## src/rtl/axi4_b_arbiter.sv

```systemverilog
// axi4_b_arbiter: merges NUM_IN AXI4 write-response (B) channels onto one
// upstream B channel through a one-entry registered output stage.
// Arbitration is round-robin by default. Defining RAB_B_ARB_FIXED_PRIO_EN
// removes the priority pointer and makes the lowest-index valid source win.
//
// Handshake semantics (all channels): a transfer happens on a rising edge
// where valid and ready are both 1. A valid source keeps its payload stable
// until it sees ready. Upstream, once s_axi4_bvalid is 1 the payload
// (bid/bresp/buser/bsrc) is held until s_axi4_bvalid & s_axi4_bready.
// m_axi4_bready is one-hot or zero and is a function of m_axi4_bvalid,
// s_axi4_bready, reset and the register state only.
module axi4_b_arbiter #(
    parameter int AXI_ID_WIDTH   = 4,
    parameter int AXI_USER_WIDTH = 4,
    parameter int NUM_IN         = 2,
    parameter int SRC_W          = $clog2(NUM_IN)
) (
    input  logic                             axi4_aclk,
    input  logic                             axi4_arstn,
    input  logic [NUM_IN*AXI_ID_WIDTH-1:0]   m_axi4_bid,
    input  logic [NUM_IN*2-1:0]              m_axi4_bresp,
    input  logic [NUM_IN*AXI_USER_WIDTH-1:0] m_axi4_buser,
    input  logic [NUM_IN-1:0]                m_axi4_bvalid,
    output logic [NUM_IN-1:0]                m_axi4_bready,
    output logic [AXI_ID_WIDTH-1:0]          s_axi4_bid,
    output logic [1:0]                       s_axi4_bresp,
    output logic [AXI_USER_WIDTH-1:0]        s_axi4_buser,
    output logic                             s_axi4_bvalid,
    input  logic                             s_axi4_bready,
    output logic [SRC_W-1:0]                 s_axi4_bsrc
);

    typedef enum logic {
        EMPTY = 1'b0,
        FULL  = 1'b1
    } state_t;

    state_t                      state;
    logic                        can_load;
    logic                        load_fire;
    logic                        grant_any;
    logic [SRC_W-1:0]            grant_idx;
    logic [AXI_ID_WIDTH-1:0]     sel_id;
    logic [1:0]                  sel_resp;
    logic [AXI_USER_WIDTH-1:0]   sel_user;

    // The register state is the upstream valid; it is visible on the port.
    assign s_axi4_bvalid = (state == FULL);

    // Load when empty, or when the held response leaves this cycle.
    assign can_load  = (state == EMPTY) || s_axi4_bready;
    // Reset blocks acceptance so nothing offered in a reset cycle is lost.
    assign load_fire = axi4_arstn && can_load && grant_any;

`ifdef RAB_B_ARB_FIXED_PRIO_EN
    // Fixed priority: lowest-index valid source wins (descending loop, last write wins).
    always_comb begin
        grant_any = 1'b0;
        grant_idx = '0;
        for (int i = NUM_IN - 1; i >= 0; i--) begin
            if (m_axi4_bvalid[i]) begin
                grant_any = 1'b1;
                grant_idx = SRC_W'(i);
            end
        end
    end
`else
    logic [SRC_W-1:0] ptr;

    // Round-robin search starting at ptr; smallest distance from ptr wins.
    always_comb begin
        grant_any = 1'b0;
        grant_idx = '0;
        for (int k = NUM_IN - 1; k >= 0; k--) begin
            if (m_axi4_bvalid[(int'(ptr) + k) % NUM_IN]) begin
                grant_any = 1'b1;
                grant_idx = SRC_W'((int'(ptr) + k) % NUM_IN);
            end
        end
    end

    // Priority pointer moves just past the winner, only on a grant.
    always_ff @(posedge axi4_aclk) begin
        if (!axi4_arstn) begin
            ptr <= '0;
        end else if (load_fire) begin
            ptr <= (grant_idx == SRC_W'(NUM_IN - 1)) ? '0 : grant_idx + SRC_W'(1);
        end
    end
`endif

    // Payload mux for the granted source.
    always_comb begin
        sel_id   = '0;
        sel_resp = '0;
        sel_user = '0;
        for (int i = 0; i < NUM_IN; i++) begin
            if (grant_idx == SRC_W'(i)) begin
                sel_id   = m_axi4_bid[i*AXI_ID_WIDTH +: AXI_ID_WIDTH];
                sel_resp = m_axi4_bresp[i*2 +: 2];
                sel_user = m_axi4_buser[i*AXI_USER_WIDTH +: AXI_USER_WIDTH];
            end
        end
    end

    // One-hot ready to the granted source, zero otherwise.
    always_comb begin
        m_axi4_bready = '0;
        if (load_fire) begin
            m_axi4_bready[grant_idx] = 1'b1;
        end
    end

    // Output register FSM: EMPTY/FULL with captured payload.
    always_ff @(posedge axi4_aclk) begin
        if (!axi4_arstn) begin
            state        <= EMPTY;
            s_axi4_bid   <= '0;
            s_axi4_bresp <= '0;
            s_axi4_buser <= '0;
            s_axi4_bsrc  <= '0;
        end else if (can_load) begin
            if (grant_any) begin
                state        <= FULL;
                s_axi4_bid   <= sel_id;
                s_axi4_bresp <= sel_resp;
                s_axi4_buser <= sel_user;
                s_axi4_bsrc  <= grant_idx;
            end else begin
                state <= EMPTY;
            end
        end
    end

endmodule

```

## config.mk

```make
export PLATFORM = sky130hd
export DESIGN_NAME = axi4_b_arbiter
export DESIGN_NICKNAME = d
export VERILOG_FILES = /design/src/rtl/axi4_b_arbiter.sv
export SDC_FILE = /design/constraint.sdc
export NUM_CORES = 1
export LEC_CHECK = 0
export ABC_CLOCK_PERIOD_IN_PS = 1970
export BUFFER_PORTS_ARGS = -buffer_cell sky130_fd_sc_hd__buf_4
export CAP_MARGIN = 0
export CORE_UTILIZATION = 40
export CTS_BUF_LIST = sky130_fd_sc_hd__clkbuf_4 sky130_fd_sc_hd__clkbuf_8 sky130_fd_sc_hd__clkbuf_16
export DETAILED_ROUTE_END_ITERATION = 10
export GPL_TIMING_DRIVEN = 0
export PLACE_DENSITY = 0.76
export SLEW_MARGIN = 25
export SYNTH_ARGS = -nofsm -noshare
export SYNTH_HDL_FRONTEND = slang
export SYNTH_SLANG_ARGS = --single-unit
```

## constraint.sdc

```tcl
create_clock -name axi4_aclk -period 1.97 [get_ports axi4_aclk]
set_input_delay 0.394 -clock axi4_aclk [delete_from_list [all_inputs] [get_ports axi4_aclk]]
set_output_delay 0.394 -clock axi4_aclk [all_outputs]
set_load 0.01 [all_outputs]
```

==> qor.csv, run 1 <==
stage,metric,value,unit
logic_synthesis,syn_area_per_cell,12.28,um^2
pwr,VDD IR max,0.4716,mV
place,Port-buffer cells,38,
worst_setup_path,CP max stage delay,0.33,ns
pwr,Gate power share,23.8,%
cts,TritonCTS clock tree,built,
worst_setup_path,worst reg2reg path endpoint,s_axi4_buser[3],
worst_setup_path,slowest CP cell,dfxtp_1,
detailed_routing,drt first pass iters,4,
pwr,P_sw,155.2,uW
logic_synthesis,sequential area share after synthesis,44.16,%
cts,Sink Count,13,
logic_synthesis,area share of and/or/nand/nor cells after synthesis,8.917,%
pwr,Clk pwr share,28.5,%
timing,TNS Setup,0,ns
worst_setup_path,Worst Setup Start Kind,flip-flop,
logic_synthesis,Synth top area share,44.16,%
logic_synthesis,"Top FF cell, synth",dfxtp_1,
pwr,internal power,468.8,uW
timing,Fin Clk Skew,0.001489,ns
cts,worst-case clock buffer depth,2,
worst_setup_path,Reg2Reg Depth,4,
layout,Multi-input gate area,285.3,um^2
detailed_routing,# DRC,0,
detailed_routing,routed vias/inst,5.695,
worst_setup_path,"CP delay by family, top",simple AND/OR/NAND/NOR gates,
grt,largest net degree at the start of global routing,11,
worst_setup_path,Crit path arrival time,1.35,ns
timing,post-route worst setup slack,0.2248,ns
grt,GRT Residual Overflow,0,
timing,Slew HR,69.29,%
layout,fin nets,116,
detailed_routing,starting DRC count in detailed routing,8,
min_path,Worst Hold Launch,m_axi4_buser[4],
cts,Clock Root Buffer,clkbuf_4,
timing,Tmin final,1.745,ns
place,RD Place Congestion,0.7196,
timing,Worst-Margin Slew,0.4607,ns
grt,first-pass GRT wire length,2.228,mm
cts,clock slew at reported path FFs,0.08,ns
logic_synthesis,post-synthesis xor/xnor area fraction,0,%
logic_synthesis,most frequent cell after synthesis,dfxtp_1,
logic_synthesis,synthesized flop and latch total,13,
worst_setup_path,crit end category,output port,
detailed_routing,via count,598,
place,DP HPWL,1.172,mm
layout,Filler Cell Count,117,
logic_synthesis,Yosys warnings,0,
layout,layout cells sized above 1,54.44,%
timing,final setup vio count,0,
floorplan,die width,40.39,um
detailed_routing,metal3 WL,79,um
pwr,PD cells,675.8,nW/um^2
worst_setup_path,"Cell Chain, Critical Path","nor2b_4, and4b_2, buf_6, buf_4",
place,pre-CTS WS,0.3513,ns
detailed_routing,Post-Route M1 WL,688,um
min_path,Hold Path End,s_axi4_buser[0],
floorplan,die height,40.39,um
worst_setup_path,r2r setup slk,0.63,ns
logic_synthesis,Post-Synth Adder-Cell Area,0,%
detailed_routing,top sig layer,met4,
logic_synthesis,synthesized net count,73,
logic_synthesis,"EDFF count, synth",0,
logic_synthesis,leading area contributor after synthesis,dfxtp_1,
logic_synthesis,mapped cell area,589.3,um^2
logic_synthesis,Post-synth top cells,"13 x dfxtp_1, 10 x a221o_1, 10 x o211a_1",
timing,fmax,573.0,MHz
worst_setup_path,Setup CP Type,flip-flop to output port,
min_path,Hold Path Stages,2,
floorplan,IO Pins,39,
timing,final hold vios,0,
floorplan,die area,1631,um^2
worst_setup_path,RR Startpoint,s_axi4_bvalid,
floorplan,Core Area,1334,um^2
floorplan,initial core utilization,44.18,%
grt,number of global-route vias before repair,512,
run,# Max-Cap Violations,0,
cts,post-CTS sizing,0,
detailed_routing,ANT nets after route,0,
logic_synthesis,Syn Inst Count,48,
logic_synthesis,Synth cell types,17,
timing,final worst path period share,88.59,%
grt,GRT Util Overall,20.75,%
layout,Area Overhead vs Synth,56.69,%
timing,Max Slew Vio Count,0,
floorplan,site row count,13,
cts,Worst-Skew Late Latency,0.27,ns
run_status,status,finished clean,
worst_setup_path,CP Max Fanout,10,
logic_synthesis,fraction of registers with async set/reset,0,%
grt,initial antenna violation count,0,
layout,final core occ,69.23,%
logic_synthesis,Synth Area in Compound Gates,39.49,%
worst_setup_path,Worst Path Required,1.58,ns
pwr,switch share,24.86,%
layout,antenna cells,0,
cts,Num CTS Buffers,3,
worst_setup_path,worst path bufs/invs,2,
min_path,Min-Delay Path Class,input port to flip-flop,
cts,H-tree levels,1,
cts,cts hold-fix bufs,0,
pwr,Leakage Power,0.5617,nW
layout,Reg area,260.3,um^2
timing,unrepaired setup endpoints after global routing,no,
detailed_routing,WL per Instance,15.10,um
detailed_routing,Total Routed Length,1.586,mm
pwr,Flop pwr share,47.7,%
logic_synthesis,post-synthesis mux area share,0,%
detailed_routing,routed wl met2,805,um
logic_synthesis,largest family of logic cells by synthesized area,compound AO/OA/AOI/OAI gates,
logic_synthesis,Area contributors post-synth,"dfxtp_1 44%, a221o_1 17%, o211a_1 17%, buf_6 3.8%, and4b_4 2.3%",
pwr,Pwr Total,624.0,uW
cts,post-CTS setup buffers,0,
-- cells by family (layout without fill, tap and decap cells) --
logic type             Yosys count  after routing
and+or+nand+nor                  6              6
DFF                             13             13
AOI/OAI and AO/OA               24             24
buffers and inverters            5             47
-- placed cells by master (no fill, tap or decap) --
master / synthesis / layout
buf_6: 2 / 2
and4b_4: 1 / 1
a221o_1: 10 / 10
o31a_1: 1 / 1
clkbuf_4: 0 / 4
and4b_2: 1 / 1
clkbuf_1: 1 / 1
buf_4: 0 / 38
a21o_1: 1 / 1
nand2b_1: 1 / 1
dlymetal6s2s_1: 1 / 1
dfxtp_1: 13 / 13
nor2_1: 1 / 1
o211a_1: 10 / 10
nor2b_4: 1 / 1
buf_2: 1 / 1
o21a_1: 1 / 1
nand2_1: 1 / 1
a21o_2: 1 / 1
-- stage by stage --
| stage | instances | hold WS [ns] | area [um^2] |
|---|---|---|---|
| 5_1_grt | 105 | 0.3315 | 923.4 |
| 4_1_cts | 105 | 0.3408 | 923.4 |
| 2_1_floorplan | 48 | 0.4479 | 589.3 |
| 6_report | 105 | 0.3417 | 923.4 |
| 3_5_place_dp | 101 | 0.4448 | 893.4 |
| 3_3_place_gp | 101 | 0.4384 | 893.4 |
-- power by group through the flow --
| stage | clock [mW] | sequential (mW) | combinational [mW] |
|---|---|---|---|
| detailed placement | 0 | 0.304 | 0.149 |
| global placement | 0 | 0.303 | 0.148 |
| finish | 0.178 | 0.298 | 0.149 |
| global route | 0.197 | 0.301 | 0.160 |
| floorplan | 0 | 0.313 | 0.0541 |
| CTS | 0.183 | 0.298 | 0.150 |
-- flip-flops by register name (all words and copies together), names as in the netlist --
name and count:
s_axi4_bresp 2, s_axi4_bid 4, s_axi4_bsrc 1, s_axi4_bvalid 1, s_axi4_buser 4, ptr 1
-- per-layer routing --
metal,track usage (%),vias to the layer above
met3,5.000,2
met5,0,-
met4,7.500,0
li1,-,285
met1,24.92,293
met2,35.32,18
-- final cells by class --
class                           instances  share of cell area (%)
Buffer                                  5                   4.743
Sequential cell                        13                   28.18
Multi-Input combinational cell         30                   30.89
Timing Repair Buffer                   38                   30.89
Tap cell                               15                   2.033
Clock buffer                            4                   3.252
-- worst max path at each step --
| stage | start | endpoint | depth (start not counted) |
|---|---|---|---|
| floorplan | s_axi4_bvalid | s_axi4_bid[0] | 4 |
| global placement | s_axi4_bready | m_axi4_bready[1] | 5 |
| detailed placement | s_axi4_bready | m_axi4_bready[1] | 5 |
| CTS | s_axi4_bvalid | m_axi4_bready[1] | 4 |
| global route | s_axi4_bvalid | m_axi4_bready[1] | 4 |
| finish | s_axi4_bvalid | m_axi4_bready[1] | 4 |
No activity file was read; power rests on OpenSTA's default activity.
==> inputs of run 2 (changes only) <==
CORE_UTILIZATION = 30   (was 40)
PLACE_DENSITY = 0.6   (was 0.76)
==> run 2 against run 1 <==
- non-clock buffer count did not move
- worst setup slack got worse by 0.0054 ns
- worst hold slack got worse by 0.0044 ns
- die area rose by 32%
- clock skew rose by 0.0017 ns
- critical path depth did not move
- clock power barely moved
- flip-flop and latch count did not move
- final area rose by 1.4%
==> qor.csv, run 2 (synthesis results as in run 1) <==
stage,metric,value,unit,change
grt,GRT Util Overall,15.49,%,was 20.75%
place,Port-buffer cells,38,,unchanged
worst_setup_path,RR Startpoint,s_axi4_bvalid,,unchanged
detailed_routing,routed vias/inst,5.165,,was 5.695
layout,Filler Cell Count,162,,was 117
floorplan,die width,46.32,um,was 40.39 um
detailed_routing,routed wl met2,715,um,was 805 um
floorplan,IO Pins,39,,unchanged
min_path,Min-Delay Path Class,input port to flip-flop,,unchanged
worst_setup_path,Setup CP Type,flip-flop to output port,,unchanged
detailed_routing,drt first pass iters,4,,unchanged
detailed_routing,WL per Instance,13.19,um,was 15.10 um
cts,post-CTS setup buffers,0,,unchanged
timing,Fin Clk Skew,0.003203,ns,was 0.001489 ns
detailed_routing,ANT nets after route,0,,unchanged
timing,unrepaired setup endpoints after global routing,no,,unchanged
pwr,Pwr Total,623.3,uW,was 624.0 uW
floorplan,die height,46.32,um,was 40.39 um
timing,Tmin final,1.751,ns,was 1.745 ns
worst_setup_path,Worst Path Required,1.58,ns,about the same
floorplan,initial core utilization,33.05,%,was 44.18%
run,# Max-Cap Violations,0,,unchanged
cts,Sink Count,13,,unchanged
layout,"commonest non-fill, non-tap cell in the layout",buf_4,,unchanged
timing,Slew HR,70.46,%,was 69.29%
cts,worst-case clock buffer depth,2,,unchanged
timing,Worst-Margin Slew,0.4431,ns,was 0.4607 ns
place,Post-DP Area,905.9,um^2,was 893.4 um^2
run_status,status,finished clean,,unchanged
pwr,Leakage Power,0.5617,nW,unchanged
worst_setup_path,crit path launch,s_axi4_bvalid,,unchanged
worst_setup_path,crit end category,output port,,unchanged
timing,post-route worst setup slack,0.2195,ns,was 0.2248 ns
detailed_routing,via count,594,,was 598
grt,initial antenna violation count,0,,unchanged
layout,layout cells sized above 1,54.44,%,unchanged
cts,TritonCTS clock tree,built,,unchanged
timing,final hold vios,0,,unchanged
layout,antenna cells,0,,unchanged
layout,fin nets,116,,unchanged
floorplan,Core Area,1783,um^2,was 1334 um^2
worst_setup_path,Crit path arrival time,1.36,ns,was 1.35 ns
timing,WHS,0.3373,ns,was 0.3417 ns
cts,cts hold-fix bufs,0,,unchanged
cts,Clock Root Buffer,clkbuf_4,,unchanged
min_path,Worst Hold Launch,m_axi4_buser[6],,was m_axi4_buser[4]
layout,Area Overhead vs Synth,58.81,%,was 56.69%
detailed_routing,# DRC,0,,unchanged
layout,"Non-Filler Cell Area, Final",935.9,um^2,was 923.4 um^2
timing,final setup vio count,0,,unchanged
detailed_routing,top sig layer,met4,,unchanged
detailed_routing,starting DRC count in detailed routing,13,,was 8
place,RD Place Congestion,0.7273,,was 0.7196
floorplan,die area,2146,um^2,was 1631 um^2
cts,post-CTS sizing,0,,unchanged
layout,Multi-input gate area,285.3,um^2,unchanged
grt,GRT Residual Overflow,0,,unchanged
cts,H-tree levels,1,,unchanged
pwr,VDD IR max,0.3392,mV,was 0.4716 mV
timing,fmax,571.3,MHz,was 573.0 MHz
worst_setup_path,Worst Setup Start Kind,flip-flop,,unchanged
detailed_routing,Post-Route M1 WL,705,um,was 688 um
cts,Worst-Skew Late Latency,0.27,ns,about the same
place,pre-CTS WS,0.3550,ns,was 0.3513 ns
cts,clock slew at reported path FFs,0.08,ns,about the same
timing,Max Slew Vio Count,0,,unchanged
timing,final worst path period share,88.86,%,was 88.59%
worst_setup_path,CP Max Fanout,10,,unchanged
grt,first-pass GRT wire length,2.311,mm,was 2.228 mm
detailed_routing,Total Routed Length,1.517,mm,was 1.586 mm
grt,number of global-route vias before repair,535,,was 512
layout,largest registers,"s_axi4_bid x4, s_axi4_buser x4, s_axi4_bresp x2",,unchanged
place,DP HPWL,1.120,mm,was 1.172 mm
cts,Num CTS Buffers,3,,unchanged
layout,most frequent cells in the layout,"38 x buf_4, 13 x dfxtp_1, 10 x o211a_1, 10 x a221o_1, 4 x clkbuf_4",,unchanged
floorplan,site row count,15,,was 13
layout,Reg area,260.3,um^2,unchanged
timing,TNS Setup,0,ns,unchanged
grt,largest net degree at the start of global routing,11,,unchanged
pwr,PD cells,666.0,nW/um^2,was 675.8 nW/um^2
detailed_routing,metal3 WL,77,um,was 79 um
run 2: final cells by class:
cell class                      instances  share of cell area (%)
Buffer                                  5                   4.679
Multi-Input combinational cell         30                   30.48
Sequential cell                        13                   27.81
Tap cell                               25                   3.342
Timing Repair Buffer                   38                   30.48
Clock buffer                            4                   3.209
run 2: metal layers:
metal,global-route usage [%],vias to the layer above
li1,-,285
met1,19.48,289
met2,23.61,18
met3,6.275,2
met4,5.294,0
met5,0,-
run 2: worst max-delay path: stages, from the launching register on:
cell and delay, ns:
dfxtp_1 0.33, nor2b_4 0.19, and4b_2 0.27, buf_6 0.15
buf_4 0.14
run 2: worst paths after layout:
path,end,slack [ns],depth (start not counted)
worst max-delay path,m_axi4_bready[1],0.22,4
worst max register to register,s_axi4_bid[2],0.62,4
worst min register to register,s_axi4_bsrc,0.46,1
worst min-delay path,s_axi4_buser[2],0.34,2
run 2: report_power, final:
group          internal [mW]  switching [mW]
registers              0.286          0.0117
logic                 0.0911          0.0565
clock network         0.0923          0.0861
total                  0.469           0.154
run 2: metrics by stage:
step / utilization (%) / instances
floorplan: - / 48
global placement: 50.81 / 111
detailed placement: 50.81 / 111
CTS: 52.49 / 115
global route: 52.49 / 115
finish: 52.49 / 115
